## src/rtl/dmg_timer_regs_pkg.sv

```systemverilog
// rtl/dmg_timer_regs_pkg.sv - shared constants, TAC encodings and reload FSM states for the DMG timer
package dmg_timer_regs_pkg;

  localparam logic [1:0] ADDR_DIV  = 2'd0;
  localparam logic [1:0] ADDR_TIMA = 2'd1;
  localparam logic [1:0] ADDR_TMA  = 2'd2;
  localparam logic [1:0] ADDR_TAC  = 2'd3;

  localparam logic [1:0] TAC_SEL_4096   = 2'b00;
  localparam logic [1:0] TAC_SEL_262144 = 2'b01;
  localparam logic [1:0] TAC_SEL_65536  = 2'b10;
  localparam logic [1:0] TAC_SEL_16384  = 2'b11;

  localparam logic [7:0] TAC_RD_MASK = 8'hF8;

  typedef enum logic [1:0] {
    ST_IDLE   = 2'd0,
    ST_OVF    = 2'd1,
    ST_RELOAD = 2'd2
  } reload_state_e;

  // Odd counter bits are packed as {cnt[7], cnt[5], cnt[3], cnt[1]}; returns the slot for a select code.
  function automatic logic [1:0] tap_slot(input logic [1:0] sel);
    unique case (sel)
      TAC_SEL_4096:   tap_slot = 2'd3;
      TAC_SEL_262144: tap_slot = 2'd0;
      TAC_SEL_65536:  tap_slot = 2'd1;
      default:        tap_slot = 2'd2;
    endcase
  endfunction

endpackage

```

## src/rtl/dmg_timer_regs_tap_sel.sv

```systemverilog
// rtl/dmg_timer_regs_tap_sel.sv - selects the TIMA divider tap and flags its falling edge
// Fed with the post-update TAC and counter so DIV/TAC writes can produce the DMG glitch increment.
module dmg_timer_tap_sel
  import dmg_timer_regs_pkg::*;
(
  input  logic       clk,
  input  logic       reset,
  input  logic [2:0] tac_d,
  input  logic [3:0] cnt_odd_d,
  output logic       tap_fall
);

  logic tap;
  logic prev_tap_q, prev_tap_d;

  assign tap        = tac_d[2] & cnt_odd_d[tap_slot(tac_d[1:0])];
  assign prev_tap_d = tap;
  assign tap_fall   = prev_tap_q & ~tap;

  always_ff @(posedge clk or posedge reset) begin
    if (reset) begin
      prev_tap_q <= 1'b0;
    end else begin
      prev_tap_q <= prev_tap_d;
    end
  end

endmodule

```

## src/rtl/dmg_timer_regs.sv

```systemverilog
// rtl/dmg_timer_regs.sv - DIV/TIMA/TMA/TAC register block with TIMA reload FSM and timer interrupt
module dmg_timer_regs
  import dmg_timer_regs_pkg::*;
#(
  parameter int CNT_BITS = 14,
  parameter int T_Q      = 8
) (
  input  logic       clk,
  input  logic       reset,
  input  logic       cpu_sel,
  input  logic [1:0] cpu_addr,
  input  logic       cpu_wr,
  input  logic       cpu_rd,
  input  logic [7:0] cpu_wdata,
  output logic [7:0] cpu_rdata,
  output logic       irq_timer,
  output logic [5:0] div_taps
);

  logic [CNT_BITS-1:0] cnt_q, cnt_d;
  logic [7:0]          tima_q, tima_d;
  logic [7:0]          tma_q, tma_d;
  logic [2:0]          tac_q, tac_d;
  reload_state_e       state_q, state_d;

  logic       wr_div, wr_tima, wr_tma, wr_tac;
  logic       tap_fall;
  logic [7:0] tima_base;
  logic [8:0] tima_sum;
  logic       unused_tq;

  assign unused_tq = ^T_Q;

  assign wr_div  = cpu_sel & cpu_wr & (cpu_addr == ADDR_DIV);
  assign wr_tima = cpu_sel & cpu_wr & (cpu_addr == ADDR_TIMA);
  assign wr_tma  = cpu_sel & cpu_wr & (cpu_addr == ADDR_TMA);
  assign wr_tac  = cpu_sel & cpu_wr & (cpu_addr == ADDR_TAC);

  always_comb begin
    cnt_d = wr_div ? '0 : cnt_q + CNT_BITS'(1);
    tma_d = wr_tma ? cpu_wdata : tma_q;
    tac_d = wr_tac ? cpu_wdata[2:0] : tac_q;
  end

  dmg_timer_tap_sel u_tap_sel (
    .clk       (clk),
    .reset     (reset),
    .tac_d     (tac_d),
    .cnt_odd_d ({cnt_d[7], cnt_d[5], cnt_d[3], cnt_d[1]}),
    .tap_fall  (tap_fall)
  );

  // The stored value is settled first (write, reload or hold); a tap edge then increments it.
  always_comb begin
    state_d   = ST_IDLE;
    tima_base = tima_q;
    unique case (state_q)
      ST_IDLE: begin
        if (wr_tima) tima_base = cpu_wdata;
      end
      ST_OVF: begin
        if (wr_tima) begin
          tima_base = cpu_wdata;
        end else begin
          tima_base = tma_d;
          state_d   = ST_RELOAD;
        end
      end
      ST_RELOAD: begin
        // TIMA keeps tracking TMA during the reload cycle; direct TIMA writes are lost.
        if (wr_tma) tima_base = cpu_wdata;
      end
      default: ;
    endcase
    tima_sum = {1'b0, tima_base} + 9'd1;
    tima_d   = tima_base;
    if (tap_fall) begin
      tima_d = tima_sum[7:0];
      if (tima_sum[8]) state_d = ST_OVF;
    end
  end

  always_ff @(posedge clk or posedge reset) begin
    if (reset) begin
      cnt_q   <= '0;
      tima_q  <= 8'h00;
      tma_q   <= 8'h00;
      tac_q   <= 3'b000;
      state_q <= ST_IDLE;
    end else begin
      cnt_q   <= cnt_d;
      tima_q  <= tima_d;
      tma_q   <= tma_d;
      tac_q   <= tac_d;
      state_q <= state_d;
    end
  end

  assign irq_timer = (state_q == ST_RELOAD);
  assign div_taps  = cnt_q[7:2];

  always_comb begin
    cpu_rdata = 8'hFF;
    if (cpu_sel && cpu_rd) begin
      unique case (cpu_addr)
        ADDR_DIV:  cpu_rdata = cnt_q[CNT_BITS-1 -: 8];
        ADDR_TIMA: cpu_rdata = tima_q;
        ADDR_TMA:  cpu_rdata = tma_q;
        default:   cpu_rdata = TAC_RD_MASK | {5'b00000, tac_q};
      endcase
    end
  end

endmodule

```

## config.mk

```make
export PLATFORM = sky130hd
export DESIGN_NAME = dmg_timer_regs
export DESIGN_NICKNAME = d
export VERILOG_FILES = /design/src/rtl/dmg_timer_regs_pkg.sv /design/src/rtl/dmg_timer_regs_tap_sel.sv /design/src/rtl/dmg_timer_regs.sv
export SDC_FILE = /design/constraint.sdc
export NUM_CORES = 1
export LEC_CHECK = 0
export ABC_AREA = 1
export BUFFER_PORTS_ARGS = -buffer_cell sky130_fd_sc_hd__buf_2
export CAP_MARGIN = 20
export CORE_UTILIZATION = 35
export DETAILED_ROUTE_END_ITERATION = 7
export RECOVER_POWER = 50
export SYNTH_ARGS = -nofsm -noshare
export SYNTH_HDL_FRONTEND = slang
export SYNTH_SLANG_ARGS = --single-unit
```

## constraint.sdc

```tcl
create_clock -name clk -period 3.4 [get_ports clk]
set_input_delay 0.68 -clock clk [delete_from_list [all_inputs] [get_ports clk]]
set_output_delay 0.68 -clock clk [all_outputs]
set_load 0.01 [all_outputs]
```

==> flow_summary.ini, run 1 <==
[timing]
setup_viol = 0
finClkSkew_ps = 8.45
rsz0062_at_grt = no
holdWs_ps = 500
worst_pin_slew_ps = 2020
finalHoldViolations = 0
fin_crit_ps = 2640
slew_headroom_pct = -34.5
period_share_pct = 77.5
final_max_slew_viol_count = 37
fmax_ghz = 0.379
setup_ws_ps = 764
tns_ps = 0

[cells_and_area]
n_antenna_cell = 0
layout_commonest_cell = nand2_1
area_growth_pct = 10.4
final_util_pct = 40.7
most-common-layout-cells = nand2_1 (127), inv_1 (67), dfrtp_1 (36), nand3_1 (35), nor2_1 (31)
layout.nets = 431
final_layout_size_suffix_gt1_share_pct = 15.3
final_cells = 508

[setup_path]
criticalPathCategory = in2reg
path_cells = clkbuf_1 > nand2_1 > inv_1 > nand2_1 > nand2_2 > nand2_1 > nand2_2 > nand3_2 > a21oi_4 > ha_1 > nand2_1 > nor2_2 > nand3_1 > nand2_1 > nand2_1
worstSetupEndpointType = register
slowest_delay_ps = 340
r2r_slack_ps = 1450
critPathArrivalTime_ps = 2820
cp_slowest_cell = nand2_1
cp_max_fo = 12
cp.required_ps = 3580
worstSetupStartpointType = input pin
cp_common_cell = nand2_1
r2r_cells = 11

[clocking]
cts_resized = 0
tritoncts = built
ctsHoldBuffers = 0
cts_setup_buffers = 0
cts-buffers-inserted = 5
cts_htree_levels = 2
root_buffer = clkbuf_8
clock_latency_ps = 290
clkTransAtPathRegs_ps = 70
cts_sinks = 36
cts_buffer_depth = 2

[die]
die_h_um = 87.5
rows = 30
start_util_pct = 36.9
die_area_mm2 = 0.00766
core_area_mm2 = 0.00694
dieWidth_um = 87.5
ios = 30

[hold_path]
hp-class = reg2reg
hold_depth = 1

[pwr]
leakagePower_nw = 1.52
power_density_mw_per_mm2 = 553
peakVddDrop_v = 0.000148

[detailed_routing]
drt-wirelength-per-cell_um = 12.4
drt_pass1_iterations = 4
ant_nets = 0
dr_total_vias = 2390
route.detailed.drc = 0
avgViaCountPerCell = 4.70
drt-initial-drc-count = 110
wirelength_um = 6280

[place]
port-buffer-count = 29
placedCellCount = 503
pre_cts_slack_ps = 762
gp_congestion = 0.872
dp_hpwl_um = 4890

[synthesis]
yosysSeqAreaShare_pct = 35.2
synthCells = 383
synth_warnings = 0
syn_nets = 400
syn_area_per_cell_um2 = 6.69
synth_area_mm2 = 0.00256
synthDistinctLibCells = 34
ys_seq_elements = 36

[global_routing]
grt_pass1_vias = 2279
grt_antenna_before_repair = 0
grt_usage_pct = 18.0
grt_pass1_wl_um = 10600
overflow = 0
grt_max_degree = 37

[run_status]
status = finished, violations left
violations = capacitance limit, slew limit

[run]
maxCapViolations = 1
power breakdown:
group	switching (mW)	internal, mW
clock	0.144	0.132
sequential	0.0879	0.543
combinational	0.425	0.232
total	0.656	0.907
per-stage QoR:
stage | instance area, um2 | power, mW
after floorplan | 2560 | 1.16
after global placement | 2780 | 1.29
after detailed placement | 2780 | 1.30
after CTS | 2850 | 1.58
after global routing | 2830 | 1.70
final | 2830 | 1.56
final timing paths:
path / from / end
max in group asynchronous: reset / cnt_q[12]
hold / removal: cnt_q[0] / cnt_q[0]
setup / recovery: cpu_sel / tima_q[6]
hold reg to reg: cnt_q[0] / cnt_q[0]
setup reg to reg: state_q[1] / tima_q[6]
min in group asynchronous: reset / tima_q[6]
kinds of logic (layout without fill, tap and decap cells):
| family | count (synthesis) | after routing | share of synthesized area [%] |
|---|---|---|---|
| simple gates | 226 | 226 | 39.8 |
| flops | 36 | 36 | 35.2 |
| compound gates | 37 | 37 | 10.0 |
| fa+ha+maj | 2 | 2 | 0.977 |
| xor+xnor | 3 | 3 | 1.03 |
| buf+inv | 79 | 108 | 13.0 |
worst max-delay path, delay by kind of cell:
kind / cells / cell delay, ps
adders and majority gates: 1 / 190
and+or+nand+nor: 11 / 1350
buffers and inverters: 2 / 370
AOI/OAI and AO/OA: 1 / 210
synth_stat cells (all sizes together):
master / count / area, um2
nand2: 134 / 531
nand3b: 1 / 7.51
o21ai: 13 / 68.8
a211oi: 1 / 7.51
nand3: 37 / 195
o221a: 1 / 11.3
dfrtp: 36 / 901
inv: 71 / 267
nor4: 1 / 6.26
a31oi: 1 / 6.26
nand4: 6 / 43.8
ha: 2 / 25.0
a21boi: 1 / 18.8
nor3: 5 / 25.0
o211ai: 3 / 22.5
xor2: 3 / 26.3
or2: 1 / 6.26
a21oi: 9 / 60.1
nor2: 39 / 189
o2111ai: 4 / 35.0
nor3b: 2 / 15.0
o21bai: 1 / 7.51
buf: 8 / 67.6
o22ai: 3 / 18.8
flip-flops by register name (all words and copies together) (netlist names):
signal                count
tac_q                     3
cnt_q                    14
tima_q                    8
tma_q                     8
u_tap_sel.prev_tap_q      1
state_q                   2
cell type report:
class,instances,area [um2]
fillers,718,4120
clock buffers,5,68.8
flip-flops and latches,36,901
multi-input cells,268,1310
well taps,96,120
repair buffers,32,163
inverters,71,267
metal layers:
layer / global-route usage [%] / vias to the layer above / wire [um]
li1: - / 1255 / -
met1: 22.9 / 1076 / 2950
met2: 30.5 / 46 / 3000
met3: 2.64 / 13 / 205
met4: 7.75 / 0 / 122
met5: 0 / - / 0
Power figures use the tool's default switching activity.
==> inputs of run 2 (changes only) <==
- clock period: 3.4 -> 2.58 ns (I/O delays scaled with it)
==> run 2 against run 1 <==
  * The run now ends clean
  * Count of clock-buffer cells in the layout is 2 higher
  * Combinational power rose by 31%
  * Sequential share of layout area fell by 0.80 points
  * Die area is the same
  * First-iteration DRC count decreased by 14%
  * Global-route usage increased by 0.067 points
  * Setup slack got worse by 360 ps
  * Critical path depth is 9 lower
  * Final cell count up 1.4%
  * Critical endpoint is now cpu_rdata[6]
  * Utilization up 1.0 points
  * Clock power is 60% higher
  * Power is 37% higher
==> flow_summary.ini, run 2 (synthesis results as in run 1) <==
[run_status]
status = complete, no violations

[cells_and_area]
n_antenna_cell = 0
most-common-layout-cells = nand2_1 (124), inv_1 (68), dfrtp_1 (36), nand3_1 (35), nor2_1 (31)
largest-register = cnt_q
reg_top3 = cnt_q x14, tima_q x8, tma_q x8
final_layout_size_suffix_gt1_share_pct = 17.2
area_growth_pct = 13.2
layout_commonest_cell = nand2_1
layout.nets = 436
largest_reg_flops = 14

[die]
die_h_um = 87.5
rows = 30
core_area_mm2 = 0.00694
start_util_pct = 36.9
dieWidth_um = 87.5
ios = 30
die_area_mm2 = 0.00766

[clocking]
clkTransAtPathRegs_ps = 70
cts_htree_levels = 2
clock_latency_ps = 290
cts_sinks = 36
cts-buffers-inserted = 5
root_buffer = clkbuf_8
cts_resized = 0
cts_setup_buffers = 0
ctsHoldBuffers = 0
tritoncts = built
cts_buffer_depth = 2

[place]
dp_hpwl_um = 4960
pre_cts_slack_ps = 197
port-buffer-count = 29
gp_congestion = 0.872

[global_routing]
overflow = 0
grt_pass1_wl_um = 10600
grt_max_degree = 37
grt_usage_pct = 18.1
grt_antenna_before_repair = 0
grt_pass1_vias = 2288

[setup_path]
critPathTopFamily = simple AND/OR/NAND/NOR gates
critPathArrivalTime_ps = 1660
worstSetupEndpointType = output port
path_buf_inv = 3
worstSetupStartpointType = input pin
slowest_delay_ps = 350
cp_max_fo = 5
cp.required_ps = 2060
criticalPathCategory = in2out
timing.rr.start = cnt_q[2]
crit_start = cpu_addr[0]
cp_slowest_cell = nor2_1
path_cells = clkbuf_1 > nand2_1 > inv_1 > nor2_1 > o2111ai_1 > buf_2

[detailed_routing]
wirelength_um = 6150
drt_pass1_iterations = 4
drt-wirelength-per-cell_um = 11.9
ant_nets = 0
avgViaCountPerCell = 4.66
route.detailed.drc = 0
dr_total_vias = 2401
drt-initial-drc-count = 95

[pwr]
leakagePower_nw = 1.56
power_density_mw_per_mm2 = 736
peakVddDrop_v = 0.000232
power_mw = 2.14

[timing]
worst_pin_slew_ps = 913
period_share_pct = 84.3
finClkSkew_ps = 4.81
holdWs_ps = 486
finalHoldViolations = 0
tns_ps = 0
slew_headroom_pct = 39.1
final_max_slew_viol_count = 0
fmax_ghz = 0.460
setup_ws_ps = 406
rsz0062_at_grt = no
fin_crit_ps = 2170
setup_viol = 0

[hold_path]
hp-class = in2async

[run]
maxCapViolations = 0
## run 2: changes by cell type in the layout (fill, tap and decap cells not counted)
cell,delta
inv_1,+1
buf_2,-1
buf_4,+5
clkbuf_2,+1
inv_2,-1
clkbuf_8,+2
nand2_2,+3
nand2_1,-3
## run 2: through the flow
| stage | std cells | util [%] | instance area [um2] |
|---|---|---|---|
| after detailed placement | 508 | 40.6 | 2820 |
| after global placement | 508 | 40.6 | 2820 |
| final | 515 | 41.8 | 2900 |
| after floorplan | 383 | - | 2560 |
| after CTS | 515 | 42.0 | 2920 |
| after global routing | 515 | 41.8 | 2900 |
## run 2: worst reg2reg max path, cell delays in order (launching register included)
cell      delay, ps
dfrtp_1         410
nand2_1          60
nor2_1          240
nand3_1         120
nand3_1         140
nand2_1          70
nand2_1          90
nand2_2          90
a21boi_4        270
nand2_1         100
xor2_1          160
## run 2: path summary, 6_finish.rpt
check / to / slack (ps) / cells after the start
max: cpu_rdata[6] / 410 / 6
min: tac_q[0] / 490 / 3
max reg2reg: tima_q[2] / 710 / 10
min reg2reg: cnt_q[0] / 490 / 1
max in group asynchronous: tma_q[2] / 1520 / 3
min in group clk: cnt_q[0] / 490 / 1
## run 2: routing by layer
layer  share of wire (%)  wire length (um)  global-route usage (%)  up-vias
met5                   0                 0                       0        -
met4                 2.2               136                    7.60        0
met3                 3.2               196                    3.39       11
met2                  49              3000                    30.8       46
met1                  46              2810                    22.5     1078
li1                    -                 -                       -     1266
## run 2: power by group
group	internal [mW]	switching, mW
registers	0.716	0.116
clock network	0.238	0.203
logic	0.311	0.552
total	1.26	0.871
## run 2: layout make-up
type / count / area [um2]
Fill cell: 738 / 4040
Timing Repair Buffer: 37 / 200
Multi-Input combinational cell: 268 / 1320
Sequential cell: 36 / 901
Inverter: 71 / 267
Clock buffer: 7 / 96.3
Tap cell: 96 / 120
==> inputs of run 3 (changes only) <==
- clock period: 2.58 -> 1.9 ns (I/O delays scaled with it)
==> run 3 against run 2 <==
  * Setup slack worse by 310 ps
  * Power is 48% higher
  * Register-to-register slack worse by 600 ps
  * Clock skew is 1.9 ps lower
  * Largest cell class unchanged
  * Wire length is 9.8% higher
  * Highest routed layer unchanged
  * Clock power is 31% higher
  * Global-route usage is 1.2 points higher
  * Die area stayed put
  * Combinational power is 68% higher
  * Worst hold slack worse by 130 ps
  * Sequential power is 36% higher
==> flow_summary.ini, run 3 (synthesis results as in run 1) <==
[timing]
finalHoldViolations = 0
holdWs_ps = 355
fin_crit_ps = 1800
final_max_slew_viol_count = 0
finClkSkew_ps = 2.88
fmax_ghz = 0.555
rsz0062_at_grt = yes
slew_headroom_pct = 37.9
period_share_pct = 94.8
setup_viol = 0
worst_pin_slew_ps = 931
setup_ws_ps = 99.7

[setup_path]
cp_max_fo = 5
criticalPathCategory = in2out
r2r_cells = 13
critPathArrivalTime_ps = 1420
timing.rr.start = state_q[1]
worstSetupStartpointType = input pin
r2r_slack_ps = 110
worstSetupEndpointType = output port
r2r_end = state_q[1]
cp.required_ps = 1520

[cells_and_area]
final_util_pct = 47.0
largest_reg_flops = 14
fin_area_mm2 = 0.00326
final_layout_size_suffix_gt1_share_pct = 29.6
area_growth_pct = 27.4
n_antenna_cell = 0
largest-register = cnt_q
reg_top3 = cnt_q x14, tima_q x8, tma_q x8
most-common-layout-cells = nand2_1 (116), inv_1 (63), buf_4 (37), dfrtp_1 (34), nand3_1 (32)
layout_commonest_cell = nand2_1
nFillCells = 688
layout.nets = 469

[run_status]
status = complete, no violations

[clocking]
tritoncts = built
cts-buffers-inserted = 5
clock_latency_ps = 290
cts_htree_levels = 2
clkTransAtPathRegs_ps = 70
cts_buffer_depth = 2
cts_sinks = 36
root_buffer = clkbuf_8

[place]
port-buffer-count = 29
pre_cts_slack_ps = -200
gp_congestion = 0.870
placed_cell_area_mm2 = 0.00304
dp_hpwl_um = 5210

[die]
core_area_mm2 = 0.00694
die_h_um = 87.5
die_area_mm2 = 0.00766
dieWidth_um = 87.5
start_util_pct = 36.9
rows = 30
ios = 30

[pwr]
peakVddDrop_v = 0.000276
power_mw = 3.16
leakagePower_nw = 1.74
power_density_mw_per_mm2 = 968

[global_routing]
use_met1_pct = 23.3
grt_usage_pct = 19.3
grt_pass1_wl_um = 11300
overflow = 0
grt_max_degree = 37
grt_pass1_vias = 2520
grt.busiest_layer = met2
gr-usage-met2_pct = 34.7
use_met3_pct = 3.96
grt_antenna_before_repair = 0

[detailed_routing]
drt-wirelength-per-cell_um = 12.3
drt-initial-drc-count = 134
route.detailed.drc = 0
avgViaCountPerCell = 4.72
drt_pass1_iterations = 5
wirelength_um = 6750
dr_total_vias = 2590
ant_nets = 0

[run]
maxCapViolations = 0

[hold_path]
hp-class = in2async
## run 3: changes by cell type in the layout (fill, tap and decap cells not counted), moves of 4 or more
cell,change
buf_4,+30
nor2_4,+6
nor2_1,-8
inv_1,-5
nand2_1,-8
inv_2,+4
nand2_2,+6
## run 3: worst max-delay path by stage
stage / slack [ps] / cells past startpoint / end / from
5_1_grt: -50 / 13 / tima_q[7] / state_q[1]
4_1_cts: 30 / 13 / state_q[1] / state_q[1]
3_5_place_dp: -200 / 15 / state_q[1] / cpu_addr[0]
2_1_floorplan: 10 / 13 / state_q[1] / state_q[0]
3_3_place_gp: -120 / 15 / tima_q[6] / cpu_sel
6_report: 100 / 8 / cpu_rdata[3] / cpu_addr[0]
## run 3: report_power, final
group | switching, mW | internal (mW) | total (mW)
sequential | 0.156 | 0.972 | 1.13
combinational | 0.878 | 0.575 | 1.45
clock | 0.281 | 0.296 | 0.577
## run 3: stage by stage
| step | std cells | TNS, ps |
|---|---|---|
| 2_1_floorplan | 383 | 0 |
| 3_3_place_gp | 536 | -703 |
| 3_5_place_dp | 536 | -1030 |
| 4_1_cts | 544 | 0 |
| 5_1_grt | 549 | -178 |
| 6_report | 549 | 0 |
## run 3: what timing repair did
action	in CTS	in global routing
buffers inserted	0	4
pin swaps	0	13
hold buffers	0	0
resized for setup	2	29
endpoints found under the setup margin	3	11
gates cloned	0	1
## run 3: layer usage
metal	wire [um]	share of wire [%]
met5	0	0
met4	80	1.2
met3	178	2.6
met2	3360	50
met1	3130	46
## run 3: final cells by class
| type | count | area, um2 | share of cell area [%] |
|---|---|---|---|
| sequential | 36 | 903 | 27.7 |
| timing repair buffer | 69 | 450 | 13.8 |
| clock buffer | 8 | 90.1 | 2.76 |
| tap | 96 | 120 | 3.68 |
| multi-input combinational | 269 | 1430 | 43.8 |
| inverter | 71 | 269 | 8.24 |
## run 3: critical path: stages
cell and delay, ps:
buf_2 140, buf_4 150, nand2_1 130, inv_2 70, nor2_1 80, buf_4 150
o2111ai_1 150, buf_2 170
